### config.mk
export PLATFORM = sky130hd
export DESIGN_NAME = spi_slave
export DESIGN_NICKNAME = d
export VERILOG_FILES = /design/src/rtl/spi_pkg.sv /design/src/rtl/spi_edge_sync.sv /design/src/rtl/spi_slave.sv
export SDC_FILE = /design/constraint.sdc
export NUM_CORES = 1
export LEC_CHECK = 0
export BUFFER_PORTS_ARGS = -buffer_cell sky130_fd_sc_hd__buf_2
export CAP_MARGIN = 20
export CORE_ASPECT_RATIO = 1.75
export CORE_MARGIN = 5
export CORE_UTILIZATION = 35
export CTS_CLUSTER_DIAMETER = 30
export DETAILED_ROUTE_END_ITERATION = 8
export HOLD_SLACK_MARGIN = 0.1
export PLACE_DENSITY = 0.55
export SETUP_SLACK_MARGIN = 0.4
export SLEW_MARGIN = 5
export SYNTH_ARGS = -nofsm -noshare
export SYNTH_HDL_FRONTEND = slang
export SYNTH_SLANG_ARGS = --single-unit
### constraint.sdc
create_clock -name clk -period 2.3 [get_ports clk]
set_input_delay 0.23 -clock clk [delete_from_list [all_inputs] [get_ports clk]]
set_output_delay 0.23 -clock clk [all_outputs]
set_load 0.005 [all_outputs]
### src/rtl/spi_pkg.sv
// Shared SPI definitions: default frame width, idle fill byte and the byte-engine state set.
package spi_pkg;

  localparam int unsigned SPI_WIDTH     = 8;
  localparam logic [7:0]  SPI_IDLE_BYTE = 8'hFF;

  typedef enum logic [1:0] {
    IDLE,
    LOAD,
    SHIFT
  } spi_state_e;

endpackage

### src/rtl/spi_edge_sync.sv
// Synchronizer chain for an asynchronous SPI pin plus single-cycle rise/fall strobes.
module spi_edge_sync #(
  parameter int unsigned STAGES     = 2,
  parameter logic        IDLE_LEVEL = 1'b0
) (
  input  logic clk,
  input  logic rst,
  input  logic din,
  output logic rise,
  output logic fall
);

  logic [STAGES-1:0] chain;
  logic              last;

  always_ff @(posedge clk) begin
    if (rst) begin
      chain <= {STAGES{IDLE_LEVEL}};
      last  <= IDLE_LEVEL;
    end else begin
      chain <= {chain[STAGES-2:0], din};
      last  <= chain[STAGES-1];
    end
  end

  assign rise = chain[STAGES-1] & ~last;
  assign fall = ~chain[STAGES-1] & last;

endmodule

### src/rtl/spi_slave.sv
// SPI mode-0 responder byte engine, oversampled in the clk domain.
// Optional overrun flag (ovr, ovr_clr, rx_ack) enabled by defining SPI_SLAVE_OVR_EN.
module spi_slave
  import spi_pkg::*;
#(
  parameter int unsigned      WIDTH       = SPI_WIDTH,
  parameter int unsigned      SYNC_STAGES = 2,
  parameter logic [WIDTH-1:0] IDLE_BYTE   = WIDTH'(SPI_IDLE_BYTE)
) (
  input  logic             clk,
  input  logic             rst,
  input  logic             cs_n,
  input  logic             sck,
  input  logic             sdi,
  output logic             sdo,
  output logic             sdo_en,
  input  logic [WIDTH-1:0] tx_data,
  input  logic             tx_load,
  output logic             tx_empty,
  output logic [WIDTH-1:0] rx_data,
  output logic             rx_valid,
  output logic             busy
`ifdef SPI_SLAVE_OVR_EN
  ,
  input  logic             rx_ack,
  input  logic             ovr_clr,
  output logic             ovr
`endif
);

  localparam int unsigned CW = $clog2(WIDTH + 1);

  spi_state_e state, state_next;

  logic                   sck_rise, sck_fall, cs_n_rise, cs_n_fall;
  logic [SYNC_STAGES-1:0] sdi_chain;
  logic                   sdi_s;
  logic [WIDTH-1:0]       tx_sr, rx_sr, hold, load_val;
  logic                   hold_full, sdo_q, frame_done;
  logic [CW-1:0]          bit_cnt;
  logic                   shift_rise, shift_fall;

  spi_edge_sync #(.STAGES(SYNC_STAGES), .IDLE_LEVEL(1'b0)) u_sck_sync (
    .clk (clk),
    .rst (rst),
    .din (sck),
    .rise(sck_rise),
    .fall(sck_fall)
  );

  spi_edge_sync #(.STAGES(SYNC_STAGES), .IDLE_LEVEL(1'b1)) u_cs_sync (
    .clk (clk),
    .rst (rst),
    .din (cs_n),
    .rise(cs_n_rise),
    .fall(cs_n_fall)
  );

  always_ff @(posedge clk) begin
    if (rst) sdi_chain <= '1;
    else     sdi_chain <= {sdi_chain[SYNC_STAGES-2:0], sdi};
  end
  assign sdi_s = sdi_chain[SYNC_STAGES-1];

  always_ff @(posedge clk) begin
    if (rst) state <= IDLE;
    else     state <= state_next;
  end

  // Deselect is tracked by the cs_n rise strobe alone; it outranks any SCK edge.
  always_comb begin
    state_next = state;
    unique case (state)
      IDLE:  if (cs_n_fall) state_next = LOAD;
      LOAD:  state_next = cs_n_rise ? IDLE : SHIFT;
      SHIFT: begin
        if (cs_n_rise)                               state_next = IDLE;
        else if (sck_fall && bit_cnt == CW'(WIDTH))  state_next = LOAD;
      end
      default: state_next = IDLE;
    endcase
  end

  always_comb begin
    load_val = IDLE_BYTE;
    if (tx_load)        load_val = tx_data;
    else if (hold_full) load_val = hold;
  end

  assign shift_rise = (state == SHIFT) && !cs_n_rise && sck_rise && (bit_cnt != CW'(WIDTH));
  assign shift_fall = (state == SHIFT) && !cs_n_rise && sck_fall &&
                      (bit_cnt != '0) && (bit_cnt != CW'(WIDTH));

  // sdo is re-registered from the shift MSB so it trails the SCK fall by one more clk.
  always_ff @(posedge clk) begin
    if (rst) begin
      tx_sr      <= '0;
      rx_sr      <= '0;
      rx_data    <= '0;
      rx_valid   <= 1'b0;
      frame_done <= 1'b0;
      hold       <= '0;
      hold_full  <= 1'b0;
      sdo_q      <= 1'b1;
      bit_cnt    <= '0;
    end else begin
      frame_done <= shift_rise && (bit_cnt == CW'(WIDTH - 1));
      rx_valid   <= frame_done;
      if (frame_done) rx_data <= rx_sr;

      if (state == LOAD) begin
        tx_sr   <= load_val;
        sdo_q   <= load_val[WIDTH-1];
        bit_cnt <= '0;
      end else begin
        sdo_q <= tx_sr[WIDTH-1];
        if (shift_fall) tx_sr <= {tx_sr[WIDTH-2:0], 1'b0};
        if (shift_rise) begin
          rx_sr   <= {rx_sr[WIDTH-2:0], sdi_s};
          bit_cnt <= bit_cnt + CW'(1);
        end
      end

      if (state == LOAD) begin
        hold_full <= 1'b0;
      end else if (tx_load) begin
        hold      <= tx_data;
        hold_full <= 1'b1;
      end
    end
  end

  assign sdo      = (state == IDLE) ? 1'b1 : sdo_q;
  assign sdo_en   = (state != IDLE);
  assign busy     = (state != IDLE);
  assign tx_empty = ~hold_full;

`ifdef SPI_SLAVE_OVR_EN
  logic rx_pending;

  always_ff @(posedge clk) begin
    if (rst) begin
      rx_pending <= 1'b0;
      ovr        <= 1'b0;
    end else begin
      rx_pending <= (rx_pending | rx_valid) & ~rx_ack;
      ovr        <= (frame_done && rx_pending && !rx_ack) ||
                    (tx_load && hold_full && state != LOAD) ||
                    (ovr && !ovr_clr);
    end
  end
`endif

endmodule

; Yosys cells after proc, flatten, opt, wreduce, memory -nomap -nowiden
; Index checks and enable logic that the tools add are counted.
[totals]
wordCells = 61
register_bits = 50
inputBits = 14
[classes]
n_bitwise = 10
reduce_logical = 17
eq_ne = 7
addsub = 1
n_mux = 11
[op_table]
columns = operator, count
row1 = 2-to-1 mux 8 bit, 4
row2 = logical AND 1 bit, 8
row3 = 2-to-1 mux 2 bit, 4
row4 = inverter 1 bit, 6
row5 = one-hot mux 2 bit (3 select lines), 1
row6 = AND reduction 2 bit, 3
row7 = adder 4 x 1 -> 4 bit (second input constant), 1
row8 = AND 1 bit, 4
row9 = == test 4 x 3 -> 1 bit (second input constant), 1
row10 = == test 4 bit (second input constant), 1
row11 = inequality test 4 bit (second input constant), 1
row12 = nonzero test 2 bit, 2
row13 = nonzero test 4 bit, 1
row14 = inequality test 3 bit (second input constant), 1
row15 = == test 2 x 1 -> 1 bit (second input constant), 1
row16 = == test 2 bit (second input constant), 1
row17 = zero test 2 bit, 1
row18 = 2-to-1 mux 1 bit, 2
row19 = inequality test 2 bit (second input constant), 1
row20 = OR reduction 2 bit, 1
row21 = zero test 1 bit, 1

; Depth between registers and ports, before layout
[logic_depth]
ltp_word = 9
depth_mapped = 8
depth_no_buf = 6

; Modules after synthesis
; From an unflattened synthesis, not the netlist that was laid out.
[hier_totals]
hier_cells = 236
area_unflattened_um2 = 2144.6
[modules_own_cells]
columns = mod, area_each_um2, cells_each, instances, seq_area_each_um2
row1 = spi_slave, 1960.6, 220, 1, 880.8
row2 = spi_edge_sync (u_cs_sync), 92.6, 8, 1, 60.1
row3 = spi_edge_sync (u_sck_sync), 91.3, 8, 1, 60.1

; Least setup slack after synthesis
; Ideal clock, no wire load.
[synth_timing]
path_type = flip-flop to flip-flop
startpoint = reg bit_cnt[0]
endpoint = reg rx_sr[3]
setup_slack_ns = 0.436
path_stages_with_launch = 9
required_ns = 2.172
arrival_ns = 1.736
setup_ns = 0.128
path_cell_list = dfxtp_1 > inv_1 > ha_1 > and3b_1 > or4_4 > buf_6 > buf_2 > mux2i_1 > nor2_1
[synth_between]
elab_chain_cells = 3
[synth_lines]
columns = item, line_no
row1 = "start, declared", spi_slave.sv:40  ; logic [CW-1:0] bit_cnt;
row2 = "start signal, assigned", spi_slave.sv:120  ; bit_cnt <= bit_cnt + CW'(1);
row3 = inequality test 4 bit, spi_slave.sv:90  ; assign shift_rise = (state == SHIFT) && !cs_n_rise && sck_rise && (bit_cnt != CW'(WIDTH));
row4 = logical AND 1 bit, spi_slave.sv:90
row5 = AND reduction 2 bit (no source line), -
row6 = "end signal, assigned", spi_slave.sv:119  ; rx_sr <= {rx_sr[WIDTH-2:0], sdi_s};
row7 = "end, declared", spi_slave.sv:38  ; logic [WIDTH-1:0] tx_sr, rx_sr, hold, load_val;
; Every way passes these cells.
; A chain may end at the register's enable or synchronous reset.

; Final worst setup path
[layout_timing]
startpoint = reg bit_cnt[0]
endpoint = reg bit_cnt[2]
[layout_between]
elab_chain_cells = 2
elab_cells_between_ends = 3
classes_between = add/sub (1) / eq/ne (1) / reduce/logical (1)
[layout_lines]
columns = item
row1 = "parallel branches: the longest is 2 deep, another holds adder 4 x 1 -> 4 bit"
; Parallel ways; which one is timed is not known.

==> flow_summary.yaml <==
outcome:
  status: "complete, no violations"
grt:
  grt.total_usage_pct: 11.7
  antenna_found_initial: 0
  overflow: 0
  grt_pass1_vias: 1454
  grt_max_degree: 27
  grt_pass1_wl_um: 6580
pwr:
  pwr_density_cell_mw_per_mm2: 663
  power.total_mw: 1.53
  p_leak_nw: 0.946
  vdd.ir_drop.worst_mv: 0.416
critical_path:
  reg2regPathDepth: 6
  start_kind: "register"
  r2r_end: "bit_cnt[2]"
  crit_family: "simple AND/OR/NAND/NOR gates"
  crit_fanout: 4
  cp.depth: 6
  endpoint_kind: "register"
  path_class: "register to register"
  cp.required_ns: 2.53
  crit_arrival_ns: 2.03
  critical_path_buf_inv_count: 1
  slowest_stage: "or4_4"
  cp_slowest_stage_delay_ns: 0.45
  critPathLaunch: "bit_cnt[0]"
  r2r-start: "bit_cnt[0]"
  endpoint: "bit_cnt[2]"
  r2r_slack_ns: 0.50
  crit_chain: "inv_1, ha_1, and3b_1, or4_4, or3_1, a21oi_1"
floorplanning:
  start_util_pct: 36.1
  fp.dieW_um: 67.4
  core_area_mm2: 0.00559
  ios: 27
  die_area_mm2: 0.00743
  num_rows: 36
  die_h_um: 110
sta:
  fin_worst_hold_slack_ns: 0.110
  setup_tns_ns: 0
  fmax_mhz: 556
  maxSlewViolCount: 0
  final_hold_viol_count: 0
  finalCritPeriodShare_pct: 78.2
  max_slew_margin_pct: 56.2
  finalSetupViolCount: 0
  fin_crit_ns: 1.80
  worstMarginPinSlew_ns: 0.656
  rsz0062_at_grt: "false"
  fin_skew_ns: 0.00772
layout:
  antennaDiodeCount: 0
  drive_above_1_share_pct: 20.7
  stdcell_count: 318
  fillCellCount: 602
  syn_to_final_growth_pct: 14.7
  final_area_mm2: 0.00231
  final_nets: 257
placement:
  hpwl_um: 2690
  globalplace.congestion: 0.694
  io_buffer_count: 26
  placed_cell_area_mm2: 0.00220
  dp.cells: 307
drt:
  drc: 0
  routed-via-count: 1506
  wl_um: 3790
  postRouteAntennaNets: 0
  first_pass_iters: 4
  drt_iter0_markers: 47
  vias_per_cell: 4.74
  wl_per_cell_um: 11.9
yosys:
  yosysWarnings: 0
  synth_nets: 232
  synth_top_cell_area_share_pct: 49.7
  synth-seq-cells: 50
  syn_avg_cell_area_um2: 9.33
  yosysSeqAreaShare_pct: 49.7
  syn_inst: 216
  synth_top_area_cell: "dfxtp_1"
  synthTopCellsByArea: "dfxtp_1 (50%), mux2i_1 (8.0%), nor2_1 (5.6%)"
  ys_types: 38
  synth.cell_area_mm2: 0.00201
clocking:
  clock_path_buffers: 2
  cts_max_level: 2
  insertion_delay_ns: 0.30
  cts_buffers: 5
  cts_tree: "built"
  clockRootBuffer: "clkbuf_8"
  clkTransAtPathRegs_ns: 0.09
  cts_sinks: 50
  cts_resized: 0
job:
  maxCapViolCount: 0
hold_path:
  hold_path_class: "input pin to register"
==> stage by stage <==
stage	util, %	setup WS (ns)
after floorplan	-	0.436
after global routing	41.4	0.403
after detailed placement	39.4	0.330
final	41.4	0.501
after global placement	39.4	0.377
after CTS	41.4	0.499
==> sequential cells by signal, summed over array words and instances (netlist names), 2 cells and up <==
register,cells
bit_cnt,4
hold,8
rx_data,8
rx_sr,8
sdi_chain,2
state,2
tx_sr,8
u_cs_sync.chain,2
u_sck_sync.chain,2
==> worst min-delay path by stage <==
stage | from | end | slack, ns | depth (start not counted)
finish | sdi | sdi_chain[0] | 0.11 | 2
global route | sdi | sdi_chain[0] | 0.10 | 2
CTS | sdi | sdi_chain[0] | 0.10 | 2
detailed placement | sdi_chain[0] | sdi_chain[1] | 0.39 | 1
global placement | u_cs_sync.chain[0] | u_cs_sync.chain[1] | 0.39 | 1
floorplan | sdi | sdi_chain[0] | 0.33 | 1
==> timing repair <==
item	CTS	global route
setup endpoints to repair	1	0
setup buffers	2	0
endpoints found under the hold margin	1	0
hold buffers	1	0
==> cell usage in the layout, fill, tap and decap left out, types with 6 or more instances in the layout <==
master and instances:
nor2b_1 7, dfxtp_1 50, nand2_1 12, nand2b_1 12, mux2i_1 16, nor2_1 30, buf_4 6, or2_2 6
a211oi_1 6, a21oi_1 15, buf_2 26, o311a_1 6, nand3_1 10
==> worst register-to-register path, stage by stage, from the launching register on <==
cell and delay, ns:
dfxtp_1 0.36, inv_1 0.08, ha_1 0.20, and3b_1 0.19, or4_4 0.45, or3_1 0.32, a21oi_1 0.13
==> layout make-up <==
type | count | area (um^2) | area share (%)
Clock buffer | 6 | 72.6 | 3.14
Clock inverter | 2 | 13.8 | 0.596
Inverter | 6 | 22.5 | 0.975
Multi-Input combinational cell | 145 | 921 | 39.8
Sequential cell | 50 | 1000 | 43.3
Tap cell | 76 | 95.1 | 4.11
Timing Repair Buffer | 33 | 185 | 8.01
==> kinds of logic after synthesis <==
| logic type | synth area share [%] |
|---|---|
| and+or+nand+nor | 22.2 |
| DFF | 49.7 |
| AOI/OAI and AO/OA | 12.9 |
| buffers and inverters | 4.60 |
| muxes | 7.95 |
| adders and majority gates | 1.74 |
| xor gates and xnor gates | 0.870 |
==> routing by layer <==
layer | share of wire [%] | routed length [um] | global-route usage [%] | up-vias
met3 | 3.1 | 118 | 2.43 | 10
li1 | - | - | - | 787
met1 | 43 | 1620 | 13.8 | 683
met4 | 3.4 | 127 | 6.53 | 0
met5 | 0 | 0 | 0 | -
met2 | 51 | 1920 | 19.5 | 26
==> cells in the mapped netlist, drive strengths merged <==
| library cell | count |
|---|---|
| dfxtp | 50 |
| nor2 | 30 |
| mux2i | 16 |
| a21oi | 15 |
| nand2b | 13 |
| nand2 | 12 |
| nand3 | 10 |
| clkbuf | 8 |
| buf | 7 |
| nor2b | 7 |
| a211oi | 6 |
| o311a | 6 |
| or2 | 6 |
| inv | 5 |
| a311oi | 2 |
| and2b | 2 |
| ha | 2 |
| nor3 | 2 |
| nor4 | 2 |
| o21ai | 2 |
| xnor2 | 2 |
| a211o | 1 |
| and3b | 1 |
| clkinv | 1 |
| maj3 | 1 |
| nor4b | 1 |
| o21ba | 1 |
| o311ai | 1 |
| o32ai | 1 |
| o41ai | 1 |
| or3 | 1 |
| or4 | 1 |
==> power breakdown <==
part / internal [mW] / switching, mW / leakage, nW
Sequential: 0.893 / 0.0129 / 0.407
Clock: 0.215 / 0.282 / 0.0452
Combinational: 0.0566 / 0.0723 / 0.493
Total: 1.16 / 0.367 / 0.946
Note: power is estimated with default switching activity, not from simulation.
